$ cat src/rtl/sbox_layer_sched.sv
// rtl/sbox_layer_sched.sv - folded ASCON p_S layer, NB_SBOX columns per cycle; optional SBOX_SCHED_CST_EN merges p_C into load
// Bit 0 of every 5-bit sbox word is x0, bit 4 is x4.

module sbox (
    input  logic [4:0] sbox_i,
    output logic [4:0] sbox_o
);
    logic a0, a1, a2, a3, a4;
    logic t0, t1, t2, t3, t4;
    logic b0, b1, b2, b3, b4;

    // Bitsliced ASCON chi-like substitution, applied to one column
    always_comb begin
        a0 = sbox_i[0] ^ sbox_i[4];
        a4 = sbox_i[4] ^ sbox_i[3];
        a2 = sbox_i[2] ^ sbox_i[1];
        a1 = sbox_i[1];
        a3 = sbox_i[3];
        t0 = ~a0 & a1;
        t1 = ~a1 & a2;
        t2 = ~a2 & a3;
        t3 = ~a3 & a4;
        t4 = ~a4 & a0;
        b0 = a0 ^ t1;
        b1 = a1 ^ t2;
        b2 = a2 ^ t3;
        b3 = a3 ^ t4;
        b4 = a4 ^ t0;
        sbox_o[1] = b1 ^ b0;
        sbox_o[0] = b0 ^ b4;
        sbox_o[3] = b3 ^ b2;
        sbox_o[2] = ~b2;
        sbox_o[4] = b4;
    end
endmodule

module sbox_layer_sched #(
    parameter int NB_SBOX = 4
) (
    input  logic             clock_i,
    input  logic             resetb_i,
    input  logic             start_i,
    input  logic             en_i,
    input  logic [4:0][63:0] state_i,
`ifdef SBOX_SCHED_CST_EN
    input  logic [7:0]       cst_i,
`endif
    output logic [4:0][63:0] state_o,
    output logic             busy_o,
    output logic             done_o,
    output logic             valid_o
);
    localparam int NGRP = 64 / NB_SBOX;
    localparam int CW   = (NGRP > 1) ? $clog2(NGRP) : 1;
    localparam logic [CW-1:0] LAST_GRP = CW'(NGRP - 1);

    if (NB_SBOX < 1 || NB_SBOX > 64 || (64 % NB_SBOX) != 0) begin : g_bad_nb
        $error("sbox_layer_sched: NB_SBOX must divide 64");
    end

    typedef enum logic [1:0] {IDLE, RUN, DONE} st_t;

    st_t              st_q;
    logic [CW-1:0]    grp_q;
    logic [4:0][63:0] state_q;
    logic [4:0][63:0] state_nxt;
    logic [4:0][63:0] load_val;
    logic [5:0]       base;
    logic [4:0]       lane_in  [NB_SBOX];
    logic [4:0]       lane_out [NB_SBOX];

    assign base = 6'(int'(grp_q) * NB_SBOX);

    always_comb begin
        for (int k = 0; k < NB_SBOX; k++) begin
            for (int w = 0; w < 5; w++) begin
                lane_in[k][w] = state_q[w][base + 6'(k)];
            end
        end
    end

    for (genvar k = 0; k < NB_SBOX; k++) begin : g_lane
        sbox u_sbox (
            .sbox_i (lane_in[k]),
            .sbox_o (lane_out[k])
        );
    end

    // Only the active column group is rewritten; all other columns pass through
    always_comb begin
        state_nxt = state_q;
        for (int k = 0; k < NB_SBOX; k++) begin
            for (int w = 0; w < 5; w++) begin
                state_nxt[w][base + 6'(k)] = lane_out[k][w];
            end
        end
    end

    always_comb begin
        load_val = state_i;
`ifdef SBOX_SCHED_CST_EN
        load_val[2][7:0] = state_i[2][7:0] ^ cst_i;
`endif
    end

    always_ff @(posedge clock_i or negedge resetb_i) begin
        if (!resetb_i) begin
            st_q    <= IDLE;
            grp_q   <= '0;
            state_q <= '0;
            busy_o  <= 1'b0;
            done_o  <= 1'b0;
            valid_o <= 1'b0;
        end else begin
            done_o <= 1'b0;
            case (st_q)
                IDLE, DONE: begin
                    if (start_i) begin
                        st_q    <= RUN;
                        grp_q   <= '0;
                        state_q <= load_val;
                        busy_o  <= 1'b1;
                        valid_o <= 1'b0;
                    end else begin
                        st_q <= IDLE;
                    end
                end
                RUN: begin
                    if (en_i) begin
                        state_q <= state_nxt;
                        if (grp_q == LAST_GRP) begin
                            st_q    <= DONE;
                            busy_o  <= 1'b0;
                            done_o  <= 1'b1;
                            valid_o <= 1'b1;
                        end else begin
                            grp_q <= grp_q + 1'b1;
                        end
                    end
                end
                default: begin
                    st_q   <= IDLE;
                    busy_o <= 1'b0;
                end
            endcase
        end
    end

    assign state_o = state_q;
endmodule

$ cat config.mk
export PLATFORM = sky130hd
export DESIGN_NAME = sbox_layer_sched
export DESIGN_NICKNAME = d
export VERILOG_FILES = /design/src/rtl/sbox_layer_sched.sv
export SDC_FILE = /design/constraint.sdc
export NUM_CORES = 1
export LEC_CHECK = 0
export CORE_AREA = 2 2 254 256
export DETAILED_ROUTE_END_ITERATION = 10
export DIE_AREA = 0 0 256 258
export PLACE_DENSITY = 0.63
export SYNTH_ARGS = -nofsm -noshare
export SYNTH_HDL_FRONTEND = slang
export SYNTH_SLANG_ARGS = --single-unit
$ cat constraint.sdc
create_clock -name clock_i -period 4.35 [get_ports clock_i]
set_input_delay 1.305 -clock clock_i [delete_from_list [all_inputs] [get_ports clock_i]]
set_output_delay 1.305 -clock clock_i [all_outputs]
set_load 0.005 [all_outputs]
==> metrics.cfg, run 1 <==
[final_layout]
fin_cells = 3285
fin_area_um2 = 26500
layout-drive-gt1-share_pct = 11.9
syn2layout_area_growth_pct = 50.6
fin_nets = 2732

[grt]
grt_pass1_wl_um = 138000
grt_max_degree = 148
grt-ovfl-total = 0
antenna_found_initial = 8
track_usage_pct = 28.3
grt_pass1_vias = 19400

[critical_path]
crit_type = flop to flop
r2r_start = grp_q[0]$_DFFE_PN0P_
slowest_stage = xnor2_2
crit_required_ps = 4730
cp-startpoint = grp_q[0]$_DFFE_PN0P_
cp.buffers_inverters = 2
worst_setup_path_start_kind = flop
path_delay_family = XOR/XNOR gates
critical_path.cell_chain = buf_12, buf_4, mux4_2, a22oi_1, nand2_1, ha_1, xor2_1, xnor2_2, o22ai_1
ff2ff_path_depth = 9
cp-end-kind = flop
critPathArrivalTime_ps = 4550
reg2reg_slack_ps = 190
critPathCapture = state_o[55]$_DFFE_PN0P_
crit_fanout = 21
crit_cells = 9
r2r_end = state_o[55]$_DFFE_PN0P_
critical_path.max_stage_delay_ps = 950

[clocking]
post_cts_buffers = 0
cts_buffers = 39
clockBufferDepth = 3
clkLatencyLatePin_ps = 570
cts_tree = built
cts_root_buf = clkbuf_16
cts_sinks = 329
ctsHoldBuffers = 0
clk_pin_slew_worst_paths_ps = 60
cts_max_level = 2

[drt]
wl_per_cell_um = 29.5
vias_per_cell = 5.82
vias = 19100
postRouteAntennaNets = 0
drt_iter0_drc = 2243
routed_wirelength_um = 96800
drc_errors = 0
first_pass_iters = 9

[synthesis]
synth_area_leaders = dfrtp_1 47%, mux4_2 10%, nor2_1 8.9%, o22ai_1 8.2%, a21oi_1 8.0%
yosys_warnings = 0
synth_edf_count = 0
ys_types = 43
ys_top_cells_by_count = 415 x nor2_1, 329 x dfrtp_1, 280 x a21oi_1, 229 x o22ai_1, 135 x clkbuf_1
ys_seq_area_share_pct = 46.8
synth_most_common_cell = nor2_1
ys.flop_type = dfrtp_1
yosysTopAreaCellShare_pct = 46.8
ys_ff_latch = 329
syn-cell-area_um2 = 17600
syn_nets = 2145
yosysTopAreaCell = dfrtp_1
synthCells = 1809
async_reset_ff_share_pct = 100
postSynthAreaPerCell_um2 = 9.71

[floorplan]
rows = 93
start_util_pct = 27.6
die_x_um = 256
core_area_um2 = 63600
die_area_um2 = 66000
boundaryPins = 647
dieHeight_um = 258

[timing]
slew_headroom_pct = 16.4
hold_violations = 0
fin_crit_sh_pct = 95.7
rsz0062_at_grt = false
fin_crit_ps = 4160
maxSlewViolCount = 0
whs_ps = 541
worst_clock_skew_ps = 19.4
fmax_mhz = 240
finalSetupViolCount = 0
fin_ws_ps = 189
worstMarginPinSlew_ps = 1250

[placed_design]
dp_slack_ps = -1.12
postPlaceCellArea_um2 = 25200
placedCellCount = 3210
io_buffer_count = 646
hpwlAfterDp_um = 71900
place_congestion = 0.954

[hold_path]
hold_class = flop to flop

[run]
drv_cap = 0

[status]
status = finished clean

placed cells by master, fill, tap and decap left out, drive strengths merged, types with 15 or more instances in the layout:
cell           Yosys  layout
nand2             51      51
mux2i             16      16
a21oi            281     281
clkdlybuf4s50      0     645
dfrtp            329     329
o32ai             15      15
clkbuf           135      55
a221oi            80      80
mux4              78      78
xnor2             22      22
o22ai            229     229
nor2             415     415
buf               37      73
area by class of cell:
cell class	count	area (um2)
well taps	855	1070
clock buffers	55	1120
fillers	6109	37200
flip-flops and latches	329	8240
repair buffers	718	7110
multi-input cells	1301	8760
diodes	4	10.0
clock inverters	16	133
inverters	7	26.3
how the worst min path moves through the flow:
stage                                         from                  endpoint  depth (start not counted)  slack [ps]
final                     state_o[319]$_DFFE_PN0P_  state_o[319]$_DFFE_PN0P_                          2         540
after global routing      state_o[152]$_DFFE_PN0P_  state_o[152]$_DFFE_PN0P_                          2         570
after detailed placement  state_o[319]$_DFFE_PN0P_  state_o[319]$_DFFE_PN0P_                          2         530
after floorplan                valid_o$_DFFE_PN0P_       valid_o$_DFFE_PN0P_                          2         470
after global placement    state_o[319]$_DFFE_PN0P_  state_o[319]$_DFFE_PN0P_                          2         510
after CTS                 state_o[233]$_DFFE_PN0P_  state_o[233]$_DFFE_PN0P_                          2         540
timing repair:
item	in CTS	in global routing
pin swaps	0	0
endpoints found under the setup margin	4	48
resized for setup	1	4
endpoints found under the hold margin	0	0
cloned	0	0
state kept, by name (all words and copies together) (netlist names):
name	cells
done_o	1
state_o	320
grp_q	4
st_q	2
valid_o	1
busy_o	1
logic make-up after synthesis:
group / Yosys count / share of synthesized area, %
compound gates: 634 / 22.1
buf+inv: 179 / 4.28
simple gates: 514 / 11.6
xor+xnor: 38 / 2.78
flops: 329 / 46.8
mux: 102 / 11.4
fa+ha+maj: 13 / 0.918
tightest hold or removal path, stage by stage (launching register included):
cell	delay, ps
dfrtp_1	370
a21oi_1	70
o21ai_0	60
routing by layer:
metal	GRT usage (%)	part of all wire [%]	vias to the layer above
met2	47.2	48	1458
met5	0	0.039	-
met1	34.5	37	9479
li1	-	-	7892
met4	14.0	4.9	6
met3	6.65	9.6	283
metrics by stage:
stage          util (%)  setup TNS [ps]
2_1_floorplan         -               0
3_3_place_gp       39.5               0
3_5_place_dp       39.5           -1.12
4_1_cts            41.5               0
5_1_grt            41.6               0
6_report           41.6               0
Power of run 1 is left out: the tool's default activity adds up to more than one toggle a clock period on the data nets, which glitch-free logic cannot reach.
==> run 2, diff against run 1 <==
--- a/config.mk
+++ b/config.mk
@@ -6,9 +6,11 @@
 export NUM_CORES = 1
 export LEC_CHECK = 0
 export CORE_AREA = 2 2 254 256
+export CTS_CLUSTER_SIZE = 12
 export DETAILED_ROUTE_END_ITERATION = 10
 export DIE_AREA = 0 0 256 258
 export PLACE_DENSITY = 0.63
+export SKIP_LAST_GASP = 1
 export SYNTH_ARGS = -nofsm -noshare
 export SYNTH_HDL_FRONTEND = slang
 export SYNTH_SLANG_ARGS = --single-unit
==> metrics.cfg, run 2 (synthesis results as in run 1) <==
[status]
status = finished clean

[final_layout]
multi_input_area_um2 = 8760  ; unchanged
layout-drive-gt1-share_pct = 11.9  ; about the same
fin_area_um2 = 26500  ; +0.18%
fill_cells = 6099  ; -0.16%
fin_cells = 3283  ; -0.061%
seq_area_um2 = 8240  ; unchanged
final_util_pct = 41.7  ; +0.077 points
final_common_cell = clkdlybuf4s50_1
syn2layout_area_growth_pct = 50.9
final_cell_mix = 645 x clkdlybuf4s50_1, 399 x nor2_1, 326 x dfrtp_1
largest_reg_flops = 320  ; unchanged
fin_nets = 2732  ; unchanged

[timing]
fin_crit_ps = 4100  ; -58.6 ps
slew_headroom_pct = 19.5  ; +3.1 points
finalSetupViolCount = 0  ; unchanged
rsz0062_at_grt = false
maxSlewViolCount = 0  ; unchanged
worstMarginPinSlew_ps = 1200  ; -46.1 ps
fin_crit_sh_pct = 94.3  ; -1.3 points
fmax_mhz = 244  ; +1.4%
worst_clock_skew_ps = 21.6  ; +2.23 ps
hold_violations = 0  ; unchanged

[drt]
drc_errors = 0  ; unchanged
first_pass_iters = 7  ; -2
routed_wirelength_um = 96700  ; about the same
postRouteAntennaNets = 0  ; unchanged
wl_per_cell_um = 29.5  ; about the same
drt_iter0_drc = 2452  ; +9.3%
vias_per_cell = 5.82  ; about the same
vias = 19100  ; -0.073%

[clocking]
cts_buffers = 39  ; unchanged
post_cts_buffers = 0  ; unchanged
cts_max_level = 2  ; unchanged
ctsHoldBuffers = 0  ; unchanged
cts_sinks = 329  ; unchanged
clkLatencyLatePin_ps = 580  ; about the same
clk_pin_slew_worst_paths_ps = 60  ; about the same
clockBufferDepth = 3  ; unchanged
cts_root_buf = clkbuf_16
cts_tree = built

[critical_path]
crit_type = flop to flop
path_delay_family = XOR/XNOR gates
slowest_stage = xnor2_2
worst_setup_path_start_kind = flop
cp.buffers_inverters = 2  ; unchanged
cp-end-kind = flop
crit_fanout = 21  ; unchanged
crit_required_ps = 4730  ; about the same
critPathArrivalTime_ps = 4480  ; -70 ps
critical_path.cell_chain = buf_12, buf_4, mux4_2, a22oi_1, nand2_1, ha_1, xor2_1, xnor2_2, o22ai_1
critical_path.max_stage_delay_ps = 920  ; -30 ps

[placed_design]
placedCellCount = 3210  ; unchanged
hpwlAfterDp_um = 71900  ; unchanged
postPlaceCellArea_um2 = 25200  ; unchanged
io_buffer_count = 646  ; unchanged
place_congestion = 0.954  ; unchanged

[grt]
grt_use_met2_pct = 46.8  ; -0.35 points
grt_pass1_wl_um = 138000  ; about the same
antenna_found_initial = 9  ; +1
gr-usage-met3_pct = 6.59  ; -0.069 points
grt_pass1_vias = 19400  ; +0.041%
use_met1_pct = 34.6  ; +0.071 points
gr-max-usage-layer = met2
track_usage_pct = 28.3  ; about the same
grt_max_degree = 148  ; unchanged
grt-ovfl-total = 0  ; unchanged

[floorplan]
die_x_um = 256  ; unchanged
core_area_um2 = 63600  ; unchanged
die_area_um2 = 66000  ; unchanged
boundaryPins = 647  ; unchanged
dieHeight_um = 258  ; unchanged
start_util_pct = 27.6  ; unchanged
rows = 93  ; unchanged

[run]
drv_cap = 0  ; unchanged

[hold_path]
hold_class = flop to flop

==> run 2: changes by cell type in the layout (fill, tap and decap cells not counted), sizes merged <==
cell	previous run	this run
clkinv	9	4
clkbuf	55	57
bufinv	1	2
==> run 2: final cells by class <==
| cell class | count | share of cell area, % |
|---|---|---|
| Multi-Input combinational cell | 1301 | 33.0 |
| Inverter | 7 | 0.0991 |
| Timing Repair Buffer | 718 | 26.8 |
| Antenna cell | 4 | 0.0377 |
| Clock inverter | 12 | 0.505 |
| Sequential cell | 329 | 31.1 |
| Clock buffer | 57 | 4.39 |
| Tap cell | 855 | 4.03 |
==> run 2: path summary, 6_finish.rpt <==
path / startpoint / end / slack [ps] / cells past startpoint
hold reg to reg: state_o[319]$_DFFE_PN0P_ / state_o[319]$_DFFE_PN0P_ / 540 / 2
max in group asynchronous: resetb_i / state_o[160]$_DFFE_PN0P_ / 2530 / 3
setup / recovery: grp_q[0]$_DFFE_PN0P_ / state_o[55]$_DFFE_PN0P_ / 250 / 9
setup reg to reg: grp_q[0]$_DFFE_PN0P_ / state_o[55]$_DFFE_PN0P_ / 250 / 9
min in group asynchronous: resetb_i / state_o[13]$_DFFE_PN0P_ / 840 / 1
hold / removal: state_o[319]$_DFFE_PN0P_ / state_o[319]$_DFFE_PN0P_ / 540 / 2
==> run 2: worst reg2reg max path, stage by stage, from the launching register on <==
cell,delay (ps)
dfrtp_4,720
buf_12,240
buf_4,220
mux4_2,560
a22oi_1,250
nand2_1,200
ha_1,400
xor2_1,190
xnor2_2,920
o22ai_1,220
==> run 2: repair_timing <==
action | 4_1_cts | 5_1_grt
gates resized for setup | 1 | 4
hold endpoints to repair | 0 | 0
endpoints found under the setup margin | 5 | 47
==> run 2: through the flow <==
| stage | setup TNS (ps) | setup WS, ps | hold slack [ps] |
|---|---|---|---|
| after detailed placement | -1.12 | -1.12 | 525 |
| after floorplan | 0 | 225 | 471 |
| after CTS | 0 | 75.8 | 540 |
| final | 0 | 247 | 539 |
| after global placement | 0 | 33.9 | 507 |
| after global routing | 0 | 29.1 | 574 |
==> run 2: per-layer routing <==
| layer | share of wire [%] | up-vias |
|---|---|---|
| met1 | 37 | 9402 |
| li1 | - | 7894 |
| met4 | 5.3 | 6 |
| met5 | 0.041 | - |
| met2 | 48 | 1490 |
| met3 | 9.7 | 312 |
Power of run 2 is left out for the same reason.
==> run 3, diff against run 2 <==
--- a/config.mk
+++ b/config.mk
@@ -5,6 +5,7 @@
 export SDC_FILE = /design/constraint.sdc
 export NUM_CORES = 1
 export LEC_CHECK = 0
+export CAP_MARGIN = 20
 export CORE_AREA = 2 2 254 256
 export CTS_CLUSTER_SIZE = 12
 export DETAILED_ROUTE_END_ITERATION = 10
==> metrics.cfg, run 3 (synthesis results as in run 1) <==
[status]
status = finished clean

[grt]
grt_pass1_vias = 19500  ; +0.34%
grt-ovfl-total = 0  ; unchanged
grt_pass1_wl_um = 139000  ; +0.45%
track_usage_pct = 28.4  ; +0.11 points
antenna_found_initial = 7  ; -2
grt_max_degree = 148  ; unchanged

[hold_path]
worst_hold_path.num_cells = 2  ; unchanged
hold_class = flop to flop
hold_start = state_o[319]$_DFFE_PN0P_
min_to = state_o[319]$_DFFE_PN0P_

[clocking]
ctsHoldBuffers = 0  ; unchanged
cts_resized = 0  ; -1
clk_pin_slew_worst_paths_ps = 70  ; about the same
clockBufferDepth = 3  ; unchanged
cts_max_level = 2  ; unchanged
cts_buffers = 39  ; unchanged
cts_tree = built
post_cts_buffers = 0  ; unchanged
clkLatencyLatePin_ps = 570  ; about the same
cts_root_buf = clkbuf_16
cts_sinks = 329  ; unchanged

[placed_design]
io_buffer_count = 646  ; unchanged
hpwlAfterDp_um = 72100  ; +0.22%
place_congestion = 0.954  ; unchanged

[timing]
rsz0062_at_grt = false
fin_crit_ps = 3980  ; -124 ps
setup-tns-final_ps = 0  ; unchanged
maxSlewViolCount = 0  ; unchanged
finalSetupViolCount = 0  ; unchanged
hold_violations = 0  ; unchanged
worst_clock_skew_ps = 22.1  ; +0.487 ps
slew_headroom_pct = 24.2  ; +4.7 points
fmax_mhz = 251  ; +3.1%
fin_crit_sh_pct = 91.5  ; -2.9 points
worstMarginPinSlew_ps = 1130  ; -73.8 ps

[floorplan]
start_util_pct = 27.6  ; unchanged
core_area_um2 = 63600  ; unchanged
die_x_um = 256  ; unchanged
dieHeight_um = 258  ; unchanged
die_area_um2 = 66000  ; unchanged
boundaryPins = 647  ; unchanged
rows = 93  ; unchanged

[critical_path]
worst_setup_path_start_kind = flop
crit_fanout = 21  ; unchanged
ff2ff_path_depth = 11  ; +2
cp-startpoint = grp_q[0]$_DFFE_PN0P_
r2r_end = state_o[30]$_DFFE_PN0P_
crit_required_ps = 4740  ; about the same
crit_type = flop to flop
r2r_start = grp_q[0]$_DFFE_PN0P_
critical_path.cell_chain = buf_12, buf_4, mux4_2, mux2i_1, nand2_1, nand2_1, ha_1, xor2_1, xnor2_2, buf_6, o22ai_1
slowest_stage = dfrtp_4
crit_top_cell = nand2_1
critical_path.max_stage_delay_ps = 720  ; -200 ps
critPathArrivalTime_ps = 4370  ; -110 ps
cp-end-kind = flop
reg2reg_slack_ps = 370  ; +120 ps

[drt]
wl_per_cell_um = 29.4  ; -0.13%
vias = 19100  ; -0.24%
first_pass_iters = 7  ; unchanged
vias_per_cell = 5.79  ; -0.42%
postRouteAntennaNets = 0  ; unchanged
drt_iter0_drc = 2177  ; -11%
routed_wirelength_um = 96800  ; about the same
drc_errors = 0  ; unchanged

[final_layout]
fill_cells = 6098  ; -0.016%
final_common_cell = clkdlybuf4s50_1
final_cell_mix = 645 x clkdlybuf4s50_1, 399 x nor2_1, 326 x dfrtp_1
largest_reg_flops = 320  ; unchanged
fin_nets = 2738  ; +0.22%
layout-drive-gt1-share_pct = 12.0  ; +0.094 points
syn2layout_area_growth_pct = 50.9  ; about the same

[run]
drv_cap = 0  ; unchanged

## run 3: how the worst max path moves through the flow
stage | endpoint | slack, ps | cells after the start
after floorplan | state_o[234]$_DFFE_PN0P_ | 220 | 12
after global placement | state_o[230]$_DFFE_PN0P_ | 30 | 11
after detailed placement | state_o[243]$_DFFE_PN0P_ | 140 | 11
after CTS | state_o[199]$_DFFE_PN0P_ | 140 | 11
after global routing | state_o[212]$_DFFE_PN0P_ | 50 | 12
final | state_o[30]$_DFFE_PN0P_ | 370 | 11
## run 3: per-layer routing
layer  global-route usage [%]  vias up  part of all wire, %
met5                        0        -                0.031
met4                     13.9        4                  4.6
met3                     6.14      266                  9.2
met2                     47.6     1440                   49
met1                     34.8     9438                   37
li1                         -     7911                    -
## run 3: area by class of cell
| type | instances | area, um2 | area share [%] |
|---|---|---|---|
| Sequential cell | 329 | 8240 | 31.1 |
| Inverter | 7 | 26.3 | 0.0991 |
| Antenna cell | 4 | 10.0 | 0.0377 |
| Clock buffer | 57 | 1160 | 4.36 |
| Tap cell | 855 | 1070 | 4.03 |
| Multi-Input combinational cell | 1301 | 8700 | 32.8 |
| Clock inverter | 12 | 123 | 0.462 |
| Timing Repair Buffer | 724 | 7190 | 27.1 |
## run 3: worst max-delay path, delay by kind of cell (launching register included)
kind	cells	cell delay (ps)
xor gates and xnor gates	2	830
and+or+nand+nor	2	310
DFF	1	720
buffers and inverters	3	720
AOI/OAI and AO/OA	1	90
adders and majority gates	1	300
muxes	2	830
## run 3: stage by stage
stage               worst slack [ps]  hold WS, ps  util [%]  cell area [um2]  cells
floorplan                        225          471         -            17600   1809
global placement                33.9          507      39.5            25200   3210
detailed placement               136          507      39.6            25200   3212
CTS                              145          520      41.6            26500   3281
global route                    52.2          559      41.7            26500   3288
finish                           371          528      41.7            26500   3289
Power of run 3 is left out for the same reason.
==> patch: new RTL, config.mk and constraints of run 1 <==
Add an input register stage for `start_i` and `en_i`, without a reset; this delays them by one clock. The other inputs are not delayed to match.
--- a/src/rtl/sbox_layer_sched.sv
+++ b/src/rtl/sbox_layer_sched.sv
@@ -53,6 +53,14 @@
     localparam int NGRP = 64 / NB_SBOX;
     localparam int CW   = (NGRP > 1) ? $clog2(NGRP) : 1;
     localparam logic [CW-1:0] LAST_GRP = CW'(NGRP - 1);
+
+    logic start_q;
+    logic en_q;
+
+    always_ff @(posedge clock_i) begin
+        start_q <= start_i;
+        en_q    <= en_i;
+    end
 
     if (NB_SBOX < 1 || NB_SBOX > 64 || (64 % NB_SBOX) != 0) begin : g_bad_nb
         $error("sbox_layer_sched: NB_SBOX must divide 64");
@@ -115,7 +123,7 @@
             done_o <= 1'b0;
             case (st_q)
                 IDLE, DONE: begin
-                    if (start_i) begin
+                    if (start_q) begin
                         st_q    <= RUN;
                         grp_q   <= '0;
                         state_q <= load_val;
@@ -126,7 +134,7 @@
                     end
                 end
                 RUN: begin
-                    if (en_i) begin
+                    if (en_q) begin
                         state_q <= state_nxt;
                         if (grp_q == LAST_GRP) begin
                             st_q    <= DONE;
Check against the original RTL: not equivalent (a bounded check fails within 4 cycles, from zero or initial values and one cycle with resetb_i low).
==> patch against run 1 <==
  * Non-clock buffer count shrank 11
  * Setup slack lost 58 ps
  * Sequential cell count grew 2
  * Critical path depth is the same
  * Global-route usage grew 0.090 points
  * Critical path type unchanged
  * Routed wire length rose by 1.1%
  * Cell area up 0.26%
  * Synthesized area increased by 0.42%
Power is not shown: default switching activity piles up to over one toggle a cycle in this logic, so the estimate is an artifact.
==> patch: results (changes against run 1) <==
- Pre-CTS setup slack: 288 ps (+289 ps)
* Quantity of I/O buffers inserted on ports: 646 (unchanged)
- R2r worst-path depth: 9 (unchanged)
* Max_slew headroom: 12.4% (-4.0 points)
- The tightest min-delay check is of the flip-flop to flip-flop type.
* Share of synthesized flip-flops with an asynchronous set or reset: 99.4% (-0.60 points)
- The sequential-to-total area share from yosys stat is 46.9% (about the same).
- Net count after synthesis: 2151 (+0.28%)
* Drt via density: 5.89 (+1.2%)
- The highest clock frequency the design can meet was 237 MHz (-1.4%).
* Met3 wire len: 10300 um (+11%)
- Global routing usage on met2: 46.3% (-0.85 points)
* Hold Crit Endpoint: valid_o
* Wire length reported by the detailed router: 97800 um (+1.1%)
* Launch point of the worst hold path: valid_o
- Maximum number of pins on one net before global-route repair: 94 (-36%)
- Tot GR Track Use: 28.4% (+0.090 points)
* DRC marker count from the first detailed-route iteration: 2288 (+2.0%)
- The post-route worst hold slack was 496 ps (-45.8 ps).
- In this run the worst setup path terminates at state_o[12].
- Post-Synthesis Cells: 1815 (+0.33%)
- The met1 track demand over resource was 34.9% (+0.39 points).
* CP Data Arrival Time: 4600 ps (+50 ps)
- The cell sitting at the root of the clock tree is a sky130_fd_sc_hd__clkbuf_16.
* H-tree levels: 2 (unchanged)
- The placed cell count came to 3200 (-0.31%).
- First-pass GRT wire length: 139000 um (+0.50%)
- The worst setup slack for register-to-register paths is 130 ps (-60 ps).
- The maximum fanout encountered on the critical timing path is 19 (-9.5%).
- Net total in the final layout: 2724 (-0.29%)
* Number of buffers added by the clock tree synthesis step: 41 (+5.1%)
- Weighted congestion at the end of routability-driven global placement: 0.968 (+1.5%)
- The number of iterations in the first detailed-routing pass is 8 (-1).
* Final clock skew: 15.8 ps (-3.55 ps)
* List of most frequent post-synthesis cells: 422 x sky130_fd_sc_hd__nor2_1, 329 x sky130_fd_sc_hd__dfrtp_1, 272 x sky130_fd_sc_hd__a21oi_1
* DP Wirelength: 71200 um (-1.0%)
- The total placed instance area was 0.0251 mm^2 (about the same).
- Sorting the synthesized cells by area gives the leading types as sky130_fd_sc_hd__dfrtp_1 47%, sky130_fd_sc_hd__mux4_2 10%, sky130_fd_sc_hd__nor2_1 9.0%.
- The initial antenna violation count came to 8 (unchanged).
* Metal1 wirelength: 36000 um (+0.32%)
- The run finished with clean final reports.
- The fraction of layout instances using a drive strength above 1 came to 11.5% (-0.42 points).
* Fill cell instance count of the final layout: 6101 (-0.13%)
- Met2 wire length: 46200 um (-1.3%)
* Vias in the first global route: 19686 (+1.3%)
- Cts hold-fix bufs: 0 (unchanged)
- The number of distinct library cell variants in the gate-level netlist after synthesis came to 44 (+2.3%).
- The final routed wire length divided by cell count came to 29.8 um (+1.3%).
- Cells resized by post-CTS repair: 0 (-1)
- The global routing met3 resource utilization is 6.87% (+0.22 points).
patch: cells by family after synthesis:
family	synth area share (%)
flops	46.9
xor+xnor	2.59
fa+ha+maj	0.915
mux	11.5
compound gates	22.2
buf+inv	4.54
simple gates	11.5
patch: worst max-delay path: stages, from the launching register on:
cell and delay (ps):
sky130_fd_sc_hd__dfrtp_4 660, sky130_fd_sc_hd__buf_12 240, sky130_fd_sc_hd__buf_4 170, sky130_fd_sc_hd__mux4_2 560
sky130_fd_sc_hd__mux2_2 320, sky130_fd_sc_hd__o21ai_1 290, sky130_fd_sc_hd__ha_1 350, sky130_fd_sc_hd__xor2_1 230
sky130_fd_sc_hd__xnor2_2 930, sky130_fd_sc_hd__o22ai_1 210
patch: layout make-up:
type                       count  area, um^2  area share [%]
inverter                      14        52.6           0.198
tap                          855        1070            4.03
sequential                   331        8280            31.2
antenna                        5        12.5          0.0471
timing repair buffer         707        7040            26.5
clock buffer                  61        1210            4.57
multi-input combinational   1293        8690            32.7
clock inverter                12         176           0.665
